`src/rtl/uart_rx_fifo_if.sv`:
```
// Receive-side register interface of uart_rx_fifo: frame configuration in,
// FIFO head, status and read/clear strobes between the receiver and the APB block.
interface uart_rx_fifo_if #(
  parameter int FIFO_DEPTH = 16
);
  logic [1:0]                    data_bit_num_i;
  logic                          parity_en_i;
  logic                          parity_type_i;
  logic                          stop_bit_num_i;
  logic                          rd_en_i;
  logic                          clr_overrun_i;
  logic [7:0]                    rx_data_o;
  logic [2:0]                    rx_err_o;
  logic                          rx_empty_o;
  logic                          rx_full_o;
  logic [$clog2(FIFO_DEPTH):0]   rx_level_o;
  logic                          overrun_o;

  modport master (
    output data_bit_num_i, parity_en_i, parity_type_i, stop_bit_num_i,
           rd_en_i, clr_overrun_i,
    input  rx_data_o, rx_err_o, rx_empty_o, rx_full_o, rx_level_o, overrun_o
  );

  modport slave (
    input  data_bit_num_i, parity_en_i, parity_type_i, stop_bit_num_i,
           rd_en_i, clr_overrun_i,
    output rx_data_o, rx_err_o, rx_empty_o, rx_full_o, rx_level_o, overrun_o
  );
endinterface

```
`src/rtl/uart_rx_fifo.sv`:
```
// Oversampled, majority-voted UART receiver with a first-word-fall-through
// receive FIFO, per-character error tags, overrun flag and rts_n flow control.
module uart_rx_fifo #(
  parameter int OVERSAMPLE = 16,
  parameter int FIFO_DEPTH = 16,
  parameter int RTS_LEVEL  = 12
) (
  input  logic           clk,
  input  logic           rst_n,
  input  logic           rx_tick,
  input  logic           rx,
  uart_rx_fifo_if.slave  bus,
  output logic           rts_n
);

  localparam int M  = OVERSAMPLE / 2;
  localparam int CW = $clog2(OVERSAMPLE);
  localparam int AW = $clog2(FIFO_DEPTH);
  localparam int LW = AW + 1;

  localparam logic [CW-1:0] C_S0   = CW'(M - 1);
  localparam logic [CW-1:0] C_S1   = CW'(M);
  localparam logic [CW-1:0] C_RES  = CW'(M + 1);
  localparam logic [CW-1:0] C_LAST = CW'(OVERSAMPLE - 1);

  typedef enum logic [2:0] {IDLE, START, DATA, PARITY, STOP, BRK_WAIT} state_t;

  state_t          state, state_nxt;
  logic            rx_meta, rx_s;
  logic [CW-1:0]   cnt;
  logic            smp0, smp1;
  logic            vote, resolve, tick_end;
  logic [1:0]      cfg_bits;
  logic            cfg_par_en, cfg_par_type, cfg_stop2;
  logic [7:0]      shreg;
  logic [3:0]      bit_idx, nbits;
  logic            par_bit, stop_idx;
  logic [7:0]      data_w;
  logic            exp_par, pe, fe, brk, push;

  logic [10:0]     mem [FIFO_DEPTH];
  logic [AW-1:0]   wr_ptr, rd_ptr;
  logic [LW-1:0]   level;
  logic            full, empty, pop, wr, overrun;

  always_ff @(posedge clk or negedge rst_n) begin
    if (!rst_n) begin
      rx_meta <= 1'b1;
      rx_s    <= 1'b1;
    end else begin
      rx_meta <= rx;
      rx_s    <= rx_meta;
    end
  end

  assign resolve  = rx_tick && (cnt == C_RES);
  assign tick_end = rx_tick && (cnt == C_LAST);
  // third sample is taken live at the resolve count rather than stored
  assign vote     = (smp0 & smp1) | (smp0 & rx_s) | (smp1 & rx_s);
  assign nbits    = 4'd5 + {2'b00, cfg_bits};

  always_comb begin
    case (cfg_bits)
      2'b00:   data_w = {3'b000, shreg[7:3]};
      2'b01:   data_w = {2'b00,  shreg[7:2]};
      2'b10:   data_w = {1'b0,   shreg[7:1]};
      default: data_w = shreg;
    endcase
  end

  assign exp_par = cfg_par_type ? ^data_w : ~^data_w;
  assign pe      = cfg_par_en && (par_bit != exp_par);

  always_ff @(posedge clk or negedge rst_n) begin
    if (!rst_n) state <= IDLE;
    else        state <= state_nxt;
  end

  always_comb begin
    state_nxt = state;
    push      = 1'b0;
    fe        = 1'b0;
    brk       = 1'b0;
    case (state)
      IDLE:     if (!rx_s) state_nxt = START;
      START: begin
        if (resolve && vote) state_nxt = IDLE;
        else if (tick_end)   state_nxt = DATA;
      end
      DATA:     if (tick_end && bit_idx == nbits) state_nxt = cfg_par_en ? PARITY : STOP;
      PARITY:   if (tick_end) state_nxt = STOP;
      STOP: begin
        if (resolve) begin
          fe = !vote;
          if (!stop_idx) begin
            brk = (data_w == 8'h00) && !(cfg_par_en && par_bit) && !vote;
            // a low first stop bit ends the frame even when two are configured
            if (!vote || !cfg_stop2) begin
              push      = 1'b1;
              state_nxt = brk ? BRK_WAIT : IDLE;
            end
          end else begin
            push      = 1'b1;
            state_nxt = IDLE;
          end
        end
      end
      BRK_WAIT: if (rx_s) state_nxt = IDLE;
      default:  state_nxt = IDLE;
    endcase
  end

  always_ff @(posedge clk or negedge rst_n) begin
    if (!rst_n) begin
      cnt          <= '0;
      smp0         <= 1'b1;
      smp1         <= 1'b1;
      cfg_bits     <= '0;
      cfg_par_en   <= 1'b0;
      cfg_par_type <= 1'b0;
      cfg_stop2    <= 1'b0;
      shreg        <= '0;
      bit_idx      <= '0;
      par_bit      <= 1'b0;
      stop_idx     <= 1'b0;
    end else begin
      if (state == IDLE)  cnt <= '0;
      else if (rx_tick)   cnt <= (cnt == C_LAST) ? '0 : cnt + CW'(1);

      if (rx_tick && cnt == C_S0) smp0 <= rx_s;
      if (rx_tick && cnt == C_S1) smp1 <= rx_s;

      if (state == IDLE && !rx_s) begin
        cfg_bits     <= bus.data_bit_num_i;
        cfg_par_en   <= bus.parity_en_i;
        cfg_par_type <= bus.parity_type_i;
        cfg_stop2    <= bus.stop_bit_num_i;
        par_bit      <= 1'b0;
      end

      if (state == START && tick_end) begin
        shreg   <= '0;
        bit_idx <= '0;
      end

      if (state == DATA && resolve) begin
        shreg   <= {vote, shreg[7:1]};
        bit_idx <= bit_idx + 4'd1;
      end

      if (state == PARITY && resolve) par_bit <= vote;

      if ((state == DATA || state == PARITY) && state_nxt == STOP) stop_idx <= 1'b0;
      else if (state == STOP && resolve)                           stop_idx <= 1'b1;
    end
  end

  assign full  = (level == LW'(FIFO_DEPTH));
  assign empty = (level == '0);
  assign pop   = bus.rd_en_i && !empty;
  assign wr    = push && (!full || pop);

  always_ff @(posedge clk) begin
    if (wr) mem[wr_ptr] <= {brk, fe, pe, data_w};
  end

  always_ff @(posedge clk or negedge rst_n) begin
    if (!rst_n) begin
      wr_ptr  <= '0;
      rd_ptr  <= '0;
      level   <= '0;
      overrun <= 1'b0;
      rts_n   <= 1'b0;
    end else begin
      if (wr)  wr_ptr <= wr_ptr + AW'(1);
      if (pop) rd_ptr <= rd_ptr + AW'(1);
      case ({wr, pop})
        2'b10:   level <= level + LW'(1);
        2'b01:   level <= level - LW'(1);
        default: level <= level;
      endcase
      if (push && full && !pop)   overrun <= 1'b1;
      else if (bus.clr_overrun_i) overrun <= 1'b0;
      rts_n <= (level >= LW'(RTS_LEVEL));
    end
  end

  assign bus.rx_data_o  = empty ? '0 : mem[rd_ptr][7:0];
  assign bus.rx_err_o   = empty ? '0 : mem[rd_ptr][10:8];
  assign bus.rx_empty_o = empty;
  assign bus.rx_full_o  = full;
  assign bus.rx_level_o = level;
  assign bus.overrun_o  = overrun;

endmodule

```
`src/flat_wrapper.sv`:
```
// flat-port wrapper written by rule: the top's interface ports become plain ports
module uart_rx_fifo_flat 
#(
  parameter int OVERSAMPLE = 16,
  parameter int FIFO_DEPTH = 16,
  parameter int RTS_LEVEL  = 12
)
  (clk, rst_n, rx_tick, rx, rts_n, bus_data_bit_num_i, bus_parity_en_i, bus_parity_type_i, bus_stop_bit_num_i, bus_rd_en_i, bus_clr_overrun_i, bus_rx_data_o, bus_rx_err_o, bus_rx_empty_o, bus_rx_full_o, bus_rx_level_o, bus_overrun_o);
  uart_rx_fifo_if #(.FIFO_DEPTH(FIFO_DEPTH)) bus_i ();
  input  logic clk;
  input  logic rst_n;
  input  logic rx_tick;
  input  logic rx;
  output logic rts_n;
  input wire logic [$bits(bus_i.data_bit_num_i)-1:0] bus_data_bit_num_i;
  input wire logic [$bits(bus_i.parity_en_i)-1:0] bus_parity_en_i;
  input wire logic [$bits(bus_i.parity_type_i)-1:0] bus_parity_type_i;
  input wire logic [$bits(bus_i.stop_bit_num_i)-1:0] bus_stop_bit_num_i;
  input wire logic [$bits(bus_i.rd_en_i)-1:0] bus_rd_en_i;
  input wire logic [$bits(bus_i.clr_overrun_i)-1:0] bus_clr_overrun_i;
  output wire logic [$bits(bus_i.rx_data_o)-1:0] bus_rx_data_o;
  output wire logic [$bits(bus_i.rx_err_o)-1:0] bus_rx_err_o;
  output wire logic [$bits(bus_i.rx_empty_o)-1:0] bus_rx_empty_o;
  output wire logic [$bits(bus_i.rx_full_o)-1:0] bus_rx_full_o;
  output wire logic [$bits(bus_i.rx_level_o)-1:0] bus_rx_level_o;
  output wire logic [$bits(bus_i.overrun_o)-1:0] bus_overrun_o;
  assign bus_i.data_bit_num_i = bus_data_bit_num_i;
  assign bus_i.parity_en_i = bus_parity_en_i;
  assign bus_i.parity_type_i = bus_parity_type_i;
  assign bus_i.stop_bit_num_i = bus_stop_bit_num_i;
  assign bus_i.rd_en_i = bus_rd_en_i;
  assign bus_i.clr_overrun_i = bus_clr_overrun_i;
  assign bus_rx_data_o = bus_i.rx_data_o;
  assign bus_rx_err_o = bus_i.rx_err_o;
  assign bus_rx_empty_o = bus_i.rx_empty_o;
  assign bus_rx_full_o = bus_i.rx_full_o;
  assign bus_rx_level_o = bus_i.rx_level_o;
  assign bus_overrun_o = bus_i.overrun_o;
  uart_rx_fifo #(.OVERSAMPLE(OVERSAMPLE), .FIFO_DEPTH(FIFO_DEPTH), .RTS_LEVEL(RTS_LEVEL)) u_core (.clk(clk), .rst_n(rst_n), .rx_tick(rx_tick), .rx(rx), .bus(bus_i), .rts_n(rts_n));
endmodule
```
`config.mk`:
```
export PLATFORM = sky130hd
export DESIGN_NAME = uart_rx_fifo_flat
export DESIGN_NICKNAME = d
export VERILOG_FILES = /design/src/rtl/uart_rx_fifo_if.sv /design/src/rtl/uart_rx_fifo.sv /design/src/flat_wrapper.sv
export SDC_FILE = /design/constraint.sdc
export NUM_CORES = 1
export LEC_CHECK = 0
export ABC_AREA = 1
export CELL_PAD_IN_SITES_DETAIL_PLACEMENT = 1
export CELL_PAD_IN_SITES_GLOBAL_PLACEMENT = 2
export CORE_MARGIN = 1
export CORE_UTILIZATION = 35
export CTS_CLUSTER_DIAMETER = 120
export DETAILED_ROUTE_END_ITERATION = 7
export PLACE_DENSITY = 0.74
export SYNTH_ARGS = -nofsm -noshare
export SYNTH_HDL_FRONTEND = slang
export SYNTH_SLANG_ARGS = --single-unit
```
`constraint.sdc`:
```
create_clock -name clk -period 5.8 [get_ports clk]
set_input_delay 0.58 -clock clk [delete_from_list [all_inputs] [get_ports clk]]
set_output_delay 0.58 -clock clk [all_outputs]
set_load 0.02 [all_outputs]
```
==> flow_summary.ini <==
[sta]
min_period_ns = 3.765
final-hold-violation-count = 0
setup-violations-final = 0
finalSetupTns_ns = 0
slew_headroom = 0.2717
slew_violations = 0
achievable-frequency_mhz = 265.6
tightest_slew_ns = 1.088
skew_ns = 0.01121
post-route-period-util = 0.6491
rsz0062_at_grt = no
final.setup.worst_slack_ns = 2.035

[drt]
routed_via_density = 5.027
wl_mm = 25.79
drt_iter0_drc = 445
dr.pass1.iters = 5
drcViolationCount = 0
num_vias = 6666
wl_per_cell_um = 19.45
ant_nets = 0

[power_and_ir_drop]
total_power_mw = 6.203
power-per-cell-area_nw_per_um2 = 548.2
worst_ir_drop_vdd_mv = 0.2421
power.leakage_nw = 4.471

[global_route]
globalRouteTotalUtil = 0.1868
grt_pass1_wl_mm = 40.51
antenna_found_initial = 0
grt_max_degree = 91
grt-ovfl-total = 0
grt_pass1_vias = 6880

[placement]
dp.cells = 1282
place_ws_ns = 2.457
portBuffers = 30
dp_hpwl_mm = 15.51
gp_congestion = 0.7430

[yosys]
synth_nets = 933
synthArstFlopShare = 0.2036
synth_cell_types = 37
ys_ff_latch = 221
ys_seq_area_frac = 0.6536
synth.largest_area_cell = edfxtp_1
avgSynthCellArea_um2 = 10.90
synthFlopType = edfxtp_1
synth_area_leaders = edfxtp_1 (54%), dfrtp_1 (10%), nand2_1 (8.9%), nand3_1 (8.1%), ha_1 (2.5%)
yosysWarnings = 0
synth_edf_count = 176
postSynthCellCount = 901
mappedNetlistArea_um2 = 9817
synth_top_area_frac = 0.5384

[floorplan]
die-height_um = 169.5
core-area_um2 = 27250
pin_count = 31
die_x_um = 169.5
start_util = 0.3602
rows = 60
die_area_um2 = 28720

[clock_tree]
clock-sinks = 221
ctsHtreeMaxLevel = 1
holdBufCountCts = 0
clockBufferDepth = 3
path_clk_slew_ns = 0.06
cts_tree = built
postCtsSetupRepairBufs = 0
root_buffer = clkbuf_16
cts_buffers = 25
clk_latency_ns = 0.52
ctsResizeCount = 0

[cells_and_area]
regArea_um2 = 6419
fin_cells = 1326
insertedDiodeCount = 0
area_delta_synth_final_pct = 15.27
final_layout_size_suffix_gt1_frac = 0.09644
multi_input_area_um2 = 2977
fillerInstances = 2962
fin_nets = 969

[critical_path]
path_max_fanout = 90
critical_path_arrival_ns = 3.18
cp-start-kind = register
critPathRequiredTime_ns = 5.22
path_class = reg2out
reg2reg_depth = 13
endpoint_kind = output pin

[flow_run]
maxCapViolCount = 0

[hold_path]
hp-class = in2async

[run_status]
status = finished clean
## flip-flops by register name, indices dropped and copies added (netlist names)
name,flops
u_core.rts_n,1
u_core.smp0,1
u_core.cfg_par_en,1
u_core.cnt,4
u_core.shreg,8
u_core.rd_ptr,4
u_core.cfg_bits,2
u_core.bit_idx,4
u_core.state,3
u_core.rx_meta,1
u_core.mem,176
u_core.cfg_stop2,1
u_core.bus.rx_level_o,5
u_core.cfg_par_type,1
u_core.rx_s,1
u_core.bus.overrun_o,1
u_core.smp1,1
u_core.par_bit,1
u_core.stop_idx,1
u_core.wr_ptr,4
## stage by stage
step                      instance area (µm²)  hold slack (ns)    util
final                                   11320           0.1568  0.4152
after global routing                    11320           0.2028  0.4152
after CTS                               11320           0.1708  0.4152
after detailed placement                10530           0.3478  0.3864
after global placement                  10530           0.3472  0.3864
after floorplan                          9817           0.2844       -
## power by group
group / leakage, nW / internal [mW] / switching [mW]
combinational: 1.94 / 0.766 / 1.63
sequential: 2.14 / 2.15 / 0.118
clock: 0.392 / 0.913 / 0.620
## placed cells by master (no fill, tap or decap), types with 20 or more instances in the layout
cell type | synthesis | routed
dfrtp_1 | 41 | 39
ha_1 | 20 | 20
clkbuf_16 | 0 | 25
edfxtp_1 | 176 | 176
nor2_1 | 35 | 30
inv_1 | 56 | 56
nand3_1 | 158 | 158
nand2_1 | 234 | 234
clkdlybuf4s50_1 | 0 | 29
o22ai_1 | 22 | 22
a21oi_1 | 33 | 33
## cells in the mapped netlist (all sizes together), types with 4 or more instances
cell type  count
edfxtp       176
a21oi         33
nor3           4
inv           63
nand4          6
xor2           9
clkbuf         8
o22ai         22
nor2          39
xnor2          6
buf           29
nand2        245
dfstp          4
dfrtp         41
o21ai         13
ha            20
nand3        160
o21a          11
## worst paths after layout
path | start | end | slack, ns
setup / recovery | u_core.rd_ptr[0] | bus_rx_data_o[4] | 2.04
hold / removal | rst_n | u_core.shreg[3] | 0.16
setup reg to reg | u_core.cfg_bits[0] | u_core.mem[8][8] | 2.45
hold reg to reg | u_core.rx_meta | u_core.rx_s | 0.36
max in group asynchronous | rst_n | u_core.rd_ptr[0] | 5.18
min in group clk | u_core.rx_meta | u_core.rx_s | 0.36
## critical path, stage by stage, from the launching register on
cell             delay (ns)
dfrtp_2                0.36
buf_4                  0.78
nand2_1                0.12
nand3_1                0.13
nand3_1                0.15
a21oi_1                0.34
o21a_1                 0.15
clkdlybuf4s50_1        0.59
## cell type report
class	instances	share of cell area
flip-flops and latches	221	0.5672
multi-input cells	579	0.2630
clock buffers	33	0.06059
well taps	372	0.04113
repair buffers	46	0.03671
inverters	64	0.02234
clock inverters	11	0.008956
## routing by layer
| layer | track usage | part of all wire | vias to the layer above |
|---|---|---|---|
| met3 | 0.02076 | 0.035 | 36 |
| li1 | - | - | 3198 |
| met2 | 0.3060 | 0.47 | 103 |
| met4 | 0.04348 | 0.016 | 0 |
| met5 | 0 | 0 | - |
| met1 | 0.2661 | 0.48 | 3329 |
## cells by family (layout without fill, tap and decap cells)
| kind of cell | count (synthesis) | after routing | synth area share |
|---|---|---|---|
| compound gates | 82 | 82 | 0.04805 |
| xor+xnor | 15 | 15 | 0.01338 |
| fa+ha+maj | 21 | 21 | 0.02753 |
| buf+inv | 101 | 154 | 0.04448 |
| flops | 221 | 221 | 0.6536 |
| mux | 3 | 3 | 0.003441 |
| simple gates | 458 | 458 | 0.2095 |
(Power assumes the default switching activity.)
